`src/rtl/iter_divider_pkg.sv`:
```
// Shared CPU defines for the iterative divider and its ALU host.
// State encodings, iteration count and sign helpers.
package iter_divider_pkg;

  localparam int DIV_ITER = 32;
  localparam int CNT_W    = 6;

  localparam logic [1:0] ST_IDLE = 2'd0;
  localparam logic [1:0] ST_CALC = 2'd1;
  localparam logic [1:0] ST_DONE = 2'd2;

  typedef struct packed {
    logic neg_q;
    logic neg_r;
    logic dz;
  } div_fix_t;

  function automatic logic [31:0] neg_if(
    input logic        n,
    input logic [31:0] v
  );
    return n ? (~v + 32'd1) : v;
  endfunction

endpackage

```
`src/rtl/iter_divider_if.sv`:
```
// Request/response bundle between the ALU and the divider.
// The ALU drives the master side; the divider is the slave.
interface iter_divider_if #(
  parameter int W = 32
);

  logic         div_valid;
  logic         div_signed;
  logic [W-1:0] div_src1;
  logic [W-1:0] div_src2;
  logic         div_ready;
  logic         cancel;
  logic         dout_valid;
  logic [W-1:0] dout_quot;
  logic [W-1:0] dout_rem;
  logic         busy;

  modport master (
    output div_valid,
    output div_signed,
    output div_src1,
    output div_src2,
    output cancel,
    input  div_ready,
    input  dout_valid,
    input  dout_quot,
    input  dout_rem,
    input  busy
  );

  modport slave (
    input  div_valid,
    input  div_signed,
    input  div_src1,
    input  div_src2,
    input  cancel,
    output div_ready,
    output dout_valid,
    output dout_quot,
    output dout_rem,
    output busy
  );

endinterface

```
`src/rtl/iter_divider.sv`:
```
// Radix-2 restoring divider, one quotient bit per cycle, MSB first.
// Handles div/divu on magnitudes and fixes the signs on DONE entry.
module iter_divider
  import iter_divider_pkg::*;
#(
  parameter int DIV_W = 32
) (
  input  logic           clk,
  input  logic           reset,
  iter_divider_if.slave  io
);

  logic [1:0]         state;
  logic [CNT_W-1:0]   cnt;
  logic [2*DIV_W-1:0] prem;
  logic [DIV_W-1:0]   dvsr;
  logic [DIV_W-1:0]   quot_q;
  logic [DIV_W-1:0]   rem_q;
  div_fix_t           fix;

  logic st_idle;
  logic st_calc;
  logic st_done;
  logic s1_neg;
  logic s2_neg;
  logic last;

  logic [DIV_W:0]     diff;
  logic [2*DIV_W-1:0] prem_nxt;
  logic [DIV_W-1:0]   quot_fix;
  logic [DIV_W-1:0]   rem_fix;

  assign st_idle = (state == ST_IDLE);
  assign st_calc = (state == ST_CALC);
  assign st_done = (state == ST_DONE);

  assign s1_neg = io.div_signed & io.div_src1[DIV_W-1];
  assign s2_neg = io.div_signed & io.div_src2[DIV_W-1];
  assign last   = (cnt == CNT_W'(DIV_ITER));

  // 33-bit trial subtract: the shifted-out MSB must take part
  always_comb begin
    diff     = prem[2*DIV_W-1:DIV_W-1] - {1'b0, dvsr};
    prem_nxt = {prem[2*DIV_W-2:0], 1'b0};
    if (!diff[DIV_W]) begin
      prem_nxt[2*DIV_W-1:DIV_W] = diff[DIV_W-1:0];
      prem_nxt[0]               = 1'b1;
    end
  end

  // divide by zero keeps the all-ones quotient unsigned
  assign quot_fix = neg_if(fix.neg_q & ~fix.dz,
                           prem[DIV_W-1:0]);
  assign rem_fix  = neg_if(fix.neg_r,
                           prem[2*DIV_W-1:DIV_W]);

  always_ff @(posedge clk) begin
    if (reset) begin
      state  <= ST_IDLE;
      cnt    <= '0;
      prem   <= '0;
      dvsr   <= '0;
      fix    <= '0;
      quot_q <= '0;
      rem_q  <= '0;
    end else if (io.cancel) begin
      state <= ST_IDLE;
    end else begin
      unique case (1'b1)
        st_idle: begin
          if (io.div_valid) begin
            state <= ST_CALC;
            cnt   <= '0;
            prem  <= {{DIV_W{1'b0}},
                      neg_if(s1_neg, io.div_src1)};
            dvsr  <= neg_if(s2_neg, io.div_src2);
            fix   <= '{neg_q: s1_neg ^ s2_neg,
                       neg_r: s1_neg,
                       dz:    io.div_src2 == '0};
          end
        end
        st_calc: begin
          if (last) begin
            state  <= ST_DONE;
            quot_q <= quot_fix;
            rem_q  <= rem_fix;
          end else begin
            prem <= prem_nxt;
            cnt  <= cnt + 1'b1;
          end
        end
        st_done: begin
          state <= ST_IDLE;
        end
        default: begin
          state <= ST_IDLE;
        end
      endcase
    end
  end

  assign io.div_ready  = st_idle;
  assign io.busy       = st_calc | st_done;
  assign io.dout_valid = st_done;
  assign io.dout_quot  = quot_q;
  assign io.dout_rem   = rem_q;

endmodule

```
`src/flat_wrapper.sv`:
```
// flat-port wrapper written by rule: the top's interface ports become plain ports
module iter_divider_flat import iter_divider_pkg::*;
#(
  parameter int DIV_W = 32
)
  (clk, reset, io_div_valid, io_div_signed, io_div_src1, io_div_src2, io_cancel, io_div_ready, io_dout_valid, io_dout_quot, io_dout_rem, io_busy);
  iter_divider_if #(.W(32)) io_i ();
  input  logic clk;
  input  logic reset;
  input wire logic [$bits(io_i.div_valid)-1:0] io_div_valid;
  input wire logic [$bits(io_i.div_signed)-1:0] io_div_signed;
  input wire logic [$bits(io_i.div_src1)-1:0] io_div_src1;
  input wire logic [$bits(io_i.div_src2)-1:0] io_div_src2;
  input wire logic [$bits(io_i.cancel)-1:0] io_cancel;
  output wire logic [$bits(io_i.div_ready)-1:0] io_div_ready;
  output wire logic [$bits(io_i.dout_valid)-1:0] io_dout_valid;
  output wire logic [$bits(io_i.dout_quot)-1:0] io_dout_quot;
  output wire logic [$bits(io_i.dout_rem)-1:0] io_dout_rem;
  output wire logic [$bits(io_i.busy)-1:0] io_busy;
  assign io_i.div_valid = io_div_valid;
  assign io_i.div_signed = io_div_signed;
  assign io_i.div_src1 = io_div_src1;
  assign io_i.div_src2 = io_div_src2;
  assign io_i.cancel = io_cancel;
  assign io_div_ready = io_i.div_ready;
  assign io_dout_valid = io_i.dout_valid;
  assign io_dout_quot = io_i.dout_quot;
  assign io_dout_rem = io_i.dout_rem;
  assign io_busy = io_i.busy;
  iter_divider #(.DIV_W(DIV_W)) u_core (.clk(clk), .reset(reset), .io(io_i));
endmodule
```
`config.mk`:
```
export PLATFORM = sky130hd
export DESIGN_NAME = iter_divider_flat
export DESIGN_NICKNAME = d
export VERILOG_FILES = /design/src/rtl/iter_divider_pkg.sv /design/src/rtl/iter_divider_if.sv /design/src/rtl/iter_divider.sv /design/src/flat_wrapper.sv
export SDC_FILE = /design/constraint.sdc
export NUM_CORES = 1
export LEC_CHECK = 0
export ABC_AREA = 0
export BUFFER_PORTS_ARGS = -buffer_cell sky130_fd_sc_hd__buf_2
export CORE_MARGIN = 10
export CORE_UTILIZATION = 40
export DETAILED_ROUTE_END_ITERATION = 12
export GPL_TIMING_DRIVEN = 1
export SLEW_MARGIN = 20
export SYNTH_ARGS = -nofsm -noshare
export SYNTH_HDL_FRONTEND = slang
export SYNTH_SLANG_ARGS = --single-unit
```
`constraint.sdc`:
```
create_clock -name clk -period 5.9 [get_ports clk]
set_clock_uncertainty 0.05 [all_clocks]
set_input_delay 1.18 -clock clk [delete_from_list [all_inputs] [get_ports clk]]
set_output_delay 1.18 -clock clk [all_outputs]
set_load 0.05 [all_outputs]
```
Yosys cells after proc, flatten, opt, wreduce, memory -nomap -nowiden
Cells that the tools add are included.
{"block": "word_totals", "reg_bits": 171, "inputBits": 69, "output_inout_bits": 67}
{"block": "op_classes", "n_addsub": 6, "eq_ne": 6, "muxes": 15, "bitwise_logic": 11, "n_reduce_logical": 8}
{"operator": "32-bit 2-to-1 mux", "n": 5}
{"operator": "32-bit by 1-bit adder with 32-bit output (second input constant)", "n": 4}
{"operator": "64-bit 2-to-1 mux", "n": 2}
{"operator": "32-bit NOT", "n": 4}
{"operator": "64-bit one-hot mux with 2 select lines", "n": 1}
{"operator": "33-bit by 32-bit subtractor with 33-bit output", "n": 1}
{"operator": "32-bit logical NOT", "n": 1}
{"operator": "6-bit 2-to-1 mux", "n": 2}
{"operator": "6-bit one-hot mux with 2 select lines", "n": 1}
{"operator": "6-bit by 1-bit adder with 6-bit output (second input constant)", "n": 1}
{"operator": "6-bit equality test (second input constant)", "n": 1}
{"operator": "2-bit != test (second input constant)", "n": 3}
{"operator": "3-bit AND reduction", "n": 2}
{"operator": "2-bit 2-to-1 mux", "n": 2}
{"operator": "2-bit one-hot mux with 2 select lines", "n": 1}
{"operator": "4-bit AND reduction", "n": 1}
{"operator": "1-bit AND", "n": 3}
{"operator": "2-bit by 1-bit equality test with 1-bit output (second input constant)", "n": 1}
{"operator": "2-bit equality test (second input constant)", "n": 1}
{"operator": "2-bit logical NOT", "n": 1}
{"operator": "1-bit NOT", "n": 2}
{"operator": "2-bit AND reduction", "n": 1}
{"operator": "2-bit nonzero test", "n": 1}
{"operator": "2-bit OR reduction", "n": 1}
{"operator": "3 further kinds", "n": 3}

Longest topological paths before layout
Gate-level depths: netlist of run 1.
{"block": "depth", "ltp_word": 5, "mapped_depth": 13, "depth_no_buf": 12}

Worst setup path before layout of run 1
OpenSTA, ideal clock, no wires.
{"block": "synth_timing", "kind": "input port to flip-flop", "startpoint": "input port io_div_src2[4]", "endpoint": "register u_core.dvsr[30]", "t_arrival_ns": 3.417, "t_required_ns": 5.764, "slack_ns": 2.347, "path_stages": 8, "path_cell_list": "or3_4 nor3b_4 nand3_1 or4_4 or3_1 o41ai_1 xor2_1 a211oi_1"}
{"block": "synth_between", "elab_chain_cells": 3}
{"item": "start, declared", "line": "flat_wrapper.sv:13", "rtl": "input wire logic [$bits(io_i.div_src2)-1:0] io_div_src2;"}
{"item": "32-bit NOT", "line": "iter_divider_pkg.sv:22", "rtl": "return n ? (~v + 32'd1) : v;"}
{"item": "32-bit by 1-bit adder with 32-bit output", "line": "iter_divider_pkg.sv:22"}
{"item": "32-bit 2-to-1 mux", "line": "iter_divider_pkg.sv:22"}
{"item": "end signal, assigned", "line": "iter_divider.sv:76", "rtl": "dvsr <= neg_if(s2_neg, io.div_src2);"}
{"item": "end, declared", "line": "iter_divider.sv:16", "rtl": "logic [DIV_W-1:0] dvsr;"}
Every way passes these cells.
A chain may end at the register's enable or synchronous reset.

Final worst setup path of run 1
{"block": "layout_timing", "startpoint": "register u_core.prem[36]", "endpoint": "register u_core.prem[44]"}
{"block": "layout_between", "elab_chain_cells": 4}
{"item": "start, declared", "line": "iter_divider.sv:15", "rtl": "logic [2*DIV_W-1:0] prem;"}
{"item": "start signal, assigned", "line": "iter_divider.sv:74", "rtl": "prem <= {{DIV_W{1'b0}},"}
{"item": "start signal, assigned", "line": "iter_divider.sv:88", "rtl": "prem <= prem_nxt;"}
{"item": "33-bit by 32-bit subtractor with 33-bit output", "line": "iter_divider.sv:43", "rtl": "diff = prem[2*DIV_W-1:DIV_W-1] - {1'b0, dvsr};"}
{"item": "32-bit 2-to-1 mux", "line": "iter_divider.sv:45", "rtl": "if (!diff[DIV_W]) begin"}
{"item": "64-bit 2-to-1 mux", "line": "iter_divider.sv:83", "rtl": "if (last) begin"}
{"item": "64-bit one-hot mux with 2 select lines", "line": "iter_divider.sv:69", "rtl": "unique case (1'b1)"}
Every way passes these cells. The select of a mux whose other input is x is not followed.

==> results of run 1 <==
## critical path, cell delays in order (launching register included)
cell,delay (ps)
dfxtp_1,480
ha_1,340
a21o_1,220
a211o_1,280
o211ai_1,230
nand3_1,220
o31ai_2,340
a41oi_1,290
xnor2_4,590
buf_4,410
mux2_2,370
o21ai_0,130
## worst max path at each step
stage,end,slack (ps),cells past startpoint
2_1_floorplan,u_core.dvsr[30],2350,8
5_1_grt,u_core.prem[45],1490,11
4_1_cts,u_core.prem[44],1820,11
6_report,u_core.prem[44],1860,11
3_3_place_gp,u_core.dvsr[30],1820,9
3_5_place_dp,u_core.dvsr[30],1760,9
## area by class of cell
| class | count | area (µm²) | share of cell area |
|---|---|---|---|
| Multi-Input combinational cell | 1016 | 6625 | 0.5497 |
| Inverter | 57 | 214.0 | 0.01775 |
| Antenna cell | 1 | 2.502 | 0.0002076 |
| Sequential cell | 171 | 3423 | 0.2840 |
| Timing Repair Buffer | 149 | 783.3 | 0.06498 |
| Clock inverter | 14 | 160.2 | 0.01329 |
| Clock buffer | 17 | 425.4 | 0.03530 |
| Tap cell | 335 | 419.2 | 0.03478 |
## through the flow
stage | instances | hold slack, ps | utilization
after floorplan | 1317 | 381.9 | -
after global placement | 1728 | 388.1 | 0.4412
after detailed placement | 1728 | 391.8 | 0.4412
after CTS | 1759 | 400.8 | 0.4637
after global routing | 1759 | 428.7 | 0.4637
final | 1760 | 400.0 | 0.4638
## cell usage after synthesis, drive strengths merged (16+ instances only)
library cell  number
xor2              84
nand2            100
nor3              16
a211oi            77
a21oi             91
o21ai             95
dfxtp            171
nor2             178
xnor2             58
nand3             23
o31ai             18
or3               21
clkbuf            67
a222oi            26
inv               57
mux2i             20
ha                41
a21o              17
## power groups by stage
stage                     logic, µW  registers [µW]  clock network (µW)
after detailed placement        431            1240                   0
final                           432            1210                1150
after floorplan                 310            1230                   0
after global placement          429            1230                   0
after global routing            485            1210                1230
after CTS                       433            1210                1180
## logic make-up after synthesis
family / synth area share
buffers and inverters: 0.04736
adders and majority gates: 0.05069
AOI/OAI and AO/OA: 0.2458
muxes: 0.02332
DFF: 0.3256
xor gates and xnor gates: 0.1190
and+or+nand+nor: 0.1882
## registers in the layout (all words and copies together), names as in the netlist
signal,flops
u_core.cnt,6
u_core.dvsr,32
u_core.fix,3
u_core.io.dout_quot,32
u_core.io.dout_rem,32
u_core.prem,64
u_core.state,2
## layer usage
layer,vias to the layer above,global-route usage,part of all wire
met4,2,0.04621,0.012
li1,4960,-,-
met5,-,0,0.00061
met2,213,0.2946,0.47
met3,28,0.04253,0.054
met1,4471,0.2223,0.46
==> results.ini, run 1 <==
[sta]
slew_violations=0
worstMarginPinSlew_ps=861.2
setup_ws_ps=1856
fin_crit_sh=0.6854
hold_viol_final=0
slew_headroom=0.4256
rsz0062_at_grt=false
period_minus_slack_ps=4044
fin_setup_tns_ps=0
max_clock_freq_ghz=0.2473
setup_viol=0

[global_route]
grt-ovfl-total=0
grt_max_degree=74
grt_pass1_vias=9372
grt_first_pass_wirelength_mm=48.78
grtUsageTotal=0.1764
antenna_found_initial=3

[clocking]
cts_resized=0
ctsHoldBuffers=0
cts_setup_buffers=0
clkSinkCount=171
root_buffer=clkbuf_16
clock_latency_ps=430
clockBufferDepth=2
numCtsBuffers=17
cts_tree=done
h-tree-depth=4
clk_pin_slew_ps=70

[final_layout]
mostFrequentLayoutCell=nor2_1
final_cell_mix=nor2_1 (175), dfxtp_1 (171), buf_2 (134), nand2_1 (100), o21ai_0 (92)
drive_gt1_frac=0.1433
fillers=2695
nets=1523
syn2layout_area_growth_pct=14.62
finalInstanceArea_um2=12050

[setup_path]
critical_path_class=flop to flop
regToRegEndpoint=u_core.prem[44]
start_kind=flop
ff2ff_setup_slack_ps=1860
cp.arrival_ps=4340
crit_fanout=19
reg2reg_from=u_core.prem[36]
reg2reg_depth=11
crit_required_ps=6190
crit_path_start=u_core.prem[36]
end_kind=flop

[power]
p_seq_frac=0.434
p_int_uw=1986
p_sw_uw=801.2
power_frac_clock=0.411
power_frac_comb=0.155
total_power_uw=2787
sw_frac_of_total=0.2875
p_per_area_nw_per_um2=231.2
leakagePower_uw=0.004885
ir_drop_v=0.0001481

[synth]
ys_seq_elements=171
ys_warn_count=0
syn_avg_cell_area_um2=7.984
ys_seq_area_frac=0.3256
synth_top_area_frac=0.3256
ys_async_sr_fraction=0
ys_types=65
yosys-top-cells-area=dfxtp_1 (33%), xor2_1 (7.0%), nor2_1 (6.4%)
synth_cells=1317
syn-num-nets=1428
synth_area_leader_cell=dfxtp_1
synth_top_flop_cell=dfxtp_1
synth_area_um2=10520
synth-edff-count=0

[floorplan]
die_w_um=182.1
fp-row-count=59
die_area_um2=33170
initial_core_util=0.4047
coreArea_um2=25980
io_pins=136
die_y_um=182.1

[placement]
port_buffers=135
pre_cts_slack_ps=1761
place_area_um2=11460
gp_congestion=0.9155
hpwl_mm=22.16

[hold_path]
hold_end=u_core.io.dout_rem[22]
min_from=u_core.io.dout_rem[22]
hp-class=flop to flop
worstHoldPathCells=2

[detailed_routing]
vias=9674
via_per_inst=5.497
drc=0
dr.pass1.iters=6
routedWlPerCell_um=16.84
routed_wl_mm=29.64
ant_nets=0
drtIter0Drc=735

[run_status]
status=finished clean

[run]
drv_cap=0

Note: power is estimated with default switching activity, not from simulation.
==> run 2, diff against run 1 <==
Clock period 5.9 ns to 3.68 ns, I/O delays scaled along.
==> results.ini, run 2 (synthesis results as in run 1) <==
[run_status]
status=finished clean

[placement]
port_buffers=135
gp_congestion=0.9184
hpwl_mm=22.68

[clocking]
ctsHoldBuffers=0
root_buffer=clkbuf_16
numCtsBuffers=17
cts_setup_buffers=0
clk_pin_slew_ps=70
clkSinkCount=171
h-tree-depth=4
clockBufferDepth=2
clock_latency_ps=440
cts_tree=done

[hold_path]
hp-class=flop to flop
worstHoldPathCells=2

[sta]
period_minus_slack_ps=3344
fin_crit_sh=0.9086
slew_violations=0
worstMarginPinSlew_ps=916.7
rsz0062_at_grt=false
slew_headroom=0.3888
fin_setup_tns_ps=0
setup_viol=0
whs_ps=399.3
max_clock_freq_ghz=0.2991
hold_viol_final=0

[global_route]
grt_max_degree=100
antenna_found_initial=3
grt_first_pass_wirelength_mm=49.50
grt_pass1_vias=9531
grt-ovfl-total=0
grtUsageTotal=0.1783

[detailed_routing]
route.met2.wl_mm=14.29
drt-met1-wl_mm=13.84
vias=9829
routed_wl_mm=30.32
routedWlPerCell_um=17.05
via_per_inst=5.528
dr.pass1.iters=7
drtIter0Drc=838
wl_met3_mm=1.750
maxUsedRoutingLayer=met5
ant_nets=0
drc=0

[run]
drv_cap=0

[power]
p_per_area_nw_per_um2=375.4
ir_drop_v=0.0002422
leakagePower_uw=0.004993

[setup_path]
start_kind=flop
crit_fanout=26
reg2reg_depth=11
critical_path_class=flop to flop
cp.arrival_ps=3660
end_kind=flop
crit_required_ps=3990

[final_layout]
mostFrequentLayoutCell=nor2_1
drive_gt1_frac=0.1540
nets=1540
syn2layout_area_growth_pct=16.60
largest-register=u_core.prem
largest_reg_flops=64
final_cell_mix=nor2_1 (175), dfxtp_1 (171), buf_2 (134), nand2_1 (100), o21ai_0 (92)

[floorplan]
io_pins=136
die_y_um=182.1
die_area_um2=33170
die_w_um=182.1
coreArea_um2=25980
initial_core_util=0.4047
fp-row-count=59

run 2: layout make-up:
class                   instances  area, µm²
repair buffers                166      935.9
flip-flops and latches        171       3423
clock buffers                  17      425.4
inverters                      57      214.0
diodes                          1      2.502
well taps                     335      419.2
clock inverters                15      200.2
multi-input cells            1016       6640
fillers                      2590      13720
run 2: layer usage:
layer / global-route usage / vias up
li1: - / 4979
met2: 0.2981 / 249
met4: 0.04556 / 2
met5: 0 / -
met3: 0.04036 / 32
met1: 0.2265 / 4567
run 2: report_power, final:
group	internal, µW	total (µW)	switching [µW]
Clock	1100	1950	853
Sequential	1900	1940	44.9
Combinational	287	711	424
Total	3280	4600	1320
run 2: worst paths after layout:
| kind | from | endpoint | slack [ps] |
|---|---|---|---|
| max | u_core.prem[36] | u_core.prem[45] | 340 |
| min | u_core.io.dout_rem[30] | u_core.io.dout_rem[30] | 400 |
| max reg2reg | u_core.prem[36] | u_core.prem[45] | 340 |
| min reg2reg | u_core.io.dout_rem[30] | u_core.io.dout_rem[30] | 400 |
run 2: critical path: stages, from the launching register on:
cell and delay (ps):
dfxtp_1 470, ha_1 340, a21o_1 220, a211o_1 290, o211ai_1 240, nand3_1 180
o31ai_4 270, a41oi_2 240, xnor2_4 250, buf_12 230, mux2_2 350, o21ai_0 140
run 2: per-stage QoR:
stage / instance area (µm²) / utilization / cells / setup slack, ps / power [µW]
2_1_floorplan: 10520 / - / 1317 / 571.1 / 2466
3_3_place_gp: 11620 / 0.4470 / 1745 / 104.9 / 2681
3_5_place_dp: 11620 / 0.4470 / 1745 / 117.8 / 2686
4_1_cts: 12240 / 0.4711 / 1777 / 145.8 / 4642
5_1_grt: 12260 / 0.4717 / 1777 / 46.13 / 4812
6_report: 12260 / 0.4718 / 1778 / 336.4 / 4602
run 2: what timing repair did:
item	CTS	global route
endpoints found under the hold margin	0	0
gates resized for setup	0	2
endpoints found under the setup margin	0	4
==> run 3, diff against run 2 <==
Settings changed: CORE_ASPECT_RATIO set to 0.8, REMOVE_ABC_BUFFERS set to 1.
==> results.ini, run 3 (synthesis results as in run 1) <==
[floorplan]
fp-row-count=52
coreArea_um2=25570
io_pins=136
initial_core_util=0.4112
die_y_um=165.0
die_area_um2=33210
die_w_um=201.3

[detailed_routing]
drc=0
vias=9779
routedWlPerCell_um=16.93
ant_nets=0
drtIter0Drc=969
dr.pass1.iters=8
via_per_inst=5.418
routed_wl_mm=30.56

[clocking]
cts_tree=done
cts_setup_buffers=0
clockBufferDepth=2
numCtsBuffers=17
clock_latency_ps=440
clk_pin_slew_ps=80
cts_resized=0
h-tree-depth=4
ctsHoldBuffers=0
root_buffer=clkbuf_16
clkSinkCount=171

[sta]
setup_ws_ps=321.4
whs_ps=398.4
hold_viol_final=0
rsz0062_at_grt=false
slew_violations=0
max_clock_freq_ghz=0.2977
fin_crit_sh=0.9127
slew_headroom=0.3141
worstMarginPinSlew_ps=1028
period_minus_slack_ps=3359
setup_viol=0

[hold_path]
min_from=u_core.io.dout_rem[20]
hp-class=flop to flop

[final_layout]
drive_gt1_frac=0.1584
finalInstanceArea_um2=12310
syn2layout_area_growth_pct=17.08
final_cell_mix=nor2_1 (176), dfxtp_1 (171), buf_2 (134), nand2_1 (100), o21ai_0 (92)
nets=1550
largest-register=u_core.prem
largest_reg_flops=64
final_core_util=0.4815
mostFrequentLayoutCell=nor2_1

[power]
ir_drop_v=0.0003241
p_sw_uw=1363
p_int_uw=3092
p_seq_frac=0.436
sw_frac_of_total=0.3058
p_per_area_nw_per_um2=361.9
total_power_uw=4455
power_frac_comb=0.164
leakagePower_uw=0.005030
power_frac_clock=0.400

[run]
drv_cap=0

[global_route]
grt-ovfl-total=0
grt_max_degree=84
grt_pass1_vias=8953
grt_first_pass_wirelength_mm=49.63
antenna_found_initial=3
grtUsageTotal=0.1828

[setup_path]
cp.arrival_ps=3670
crit_fanout=28
critical_path_class=flop to flop
end_kind=flop
crit_required_ps=3990
start_kind=flop
reg2reg_from=u_core.dvsr[5]
crit_path_start=u_core.dvsr[5]

[run_status]
status=finished clean

[placement]
pre_cts_slack_ps=257.0
gp_congestion=0.9175
port_buffers=135
place_area_um2=11730
hpwl_mm=23.16

==> run 3: path summary, 6_finish.rpt <==
kind | depth (start not counted) | slack, ps | endpoint
setup / recovery | 12 | 320 | u_core.prem[59]
hold reg to reg | 2 | 400 | u_core.io.dout_rem[20]
setup reg to reg | 12 | 320 | u_core.prem[59]
hold / removal | 2 | 400 | u_core.io.dout_rem[20]
==> run 3: power groups by stage <==
stage / registers, µW / clock network, µW / logic [µW]
after floorplan: 1970 / 0 / 465
after global placement: 1980 / 0 / 720
after detailed placement: 1980 / 0 / 722
after CTS: 1940 / 1820 / 726
after global routing: 1950 / 1900 / 813
final: 1940 / 1780 / 732
==> run 3: worst max-delay path, cell delays in order, from the launching register on <==
cell and delay [ps]:
dfxtp_1 330, inv_1 60, ha_1 350, a21o_1 220, a211o_1 280, o211ai_1 210
nand3_1 210, o31ai_2 290, a41oi_1 280, xnor2_4 220, buf_12 190, or2b_2 380
o21ai_0 210
==> run 3: final cells by class <==
cell class	count	area [µm²]
diodes	2	5.005
clock buffers	17	425.4
clock inverters	15	146.4
fillers	2584	13260
inverters	57	214.0
multi-input cells	1016	6621
flip-flops and latches	171	3423
well taps	351	439.2
repair buffers	176	1036
==> run 3: stage by stage <==
stage | TNS (ps) | cells
final | 0 | 1805
after global placement | 0 | 1771
after CTS | 0 | 1803
after floorplan | -95680 | 1244
after global routing | 0 | 1804
after detailed placement | 0 | 1771
==> run 3: metal layers <==
layer	wire, µm	up-vias	GRT usage
li1	-	5010	-
met1	15990	4486	0.2711
met2	12420	263	0.2593
met3	1894	18	0.04092
met4	239	2	0.04501
met5	20	-	0
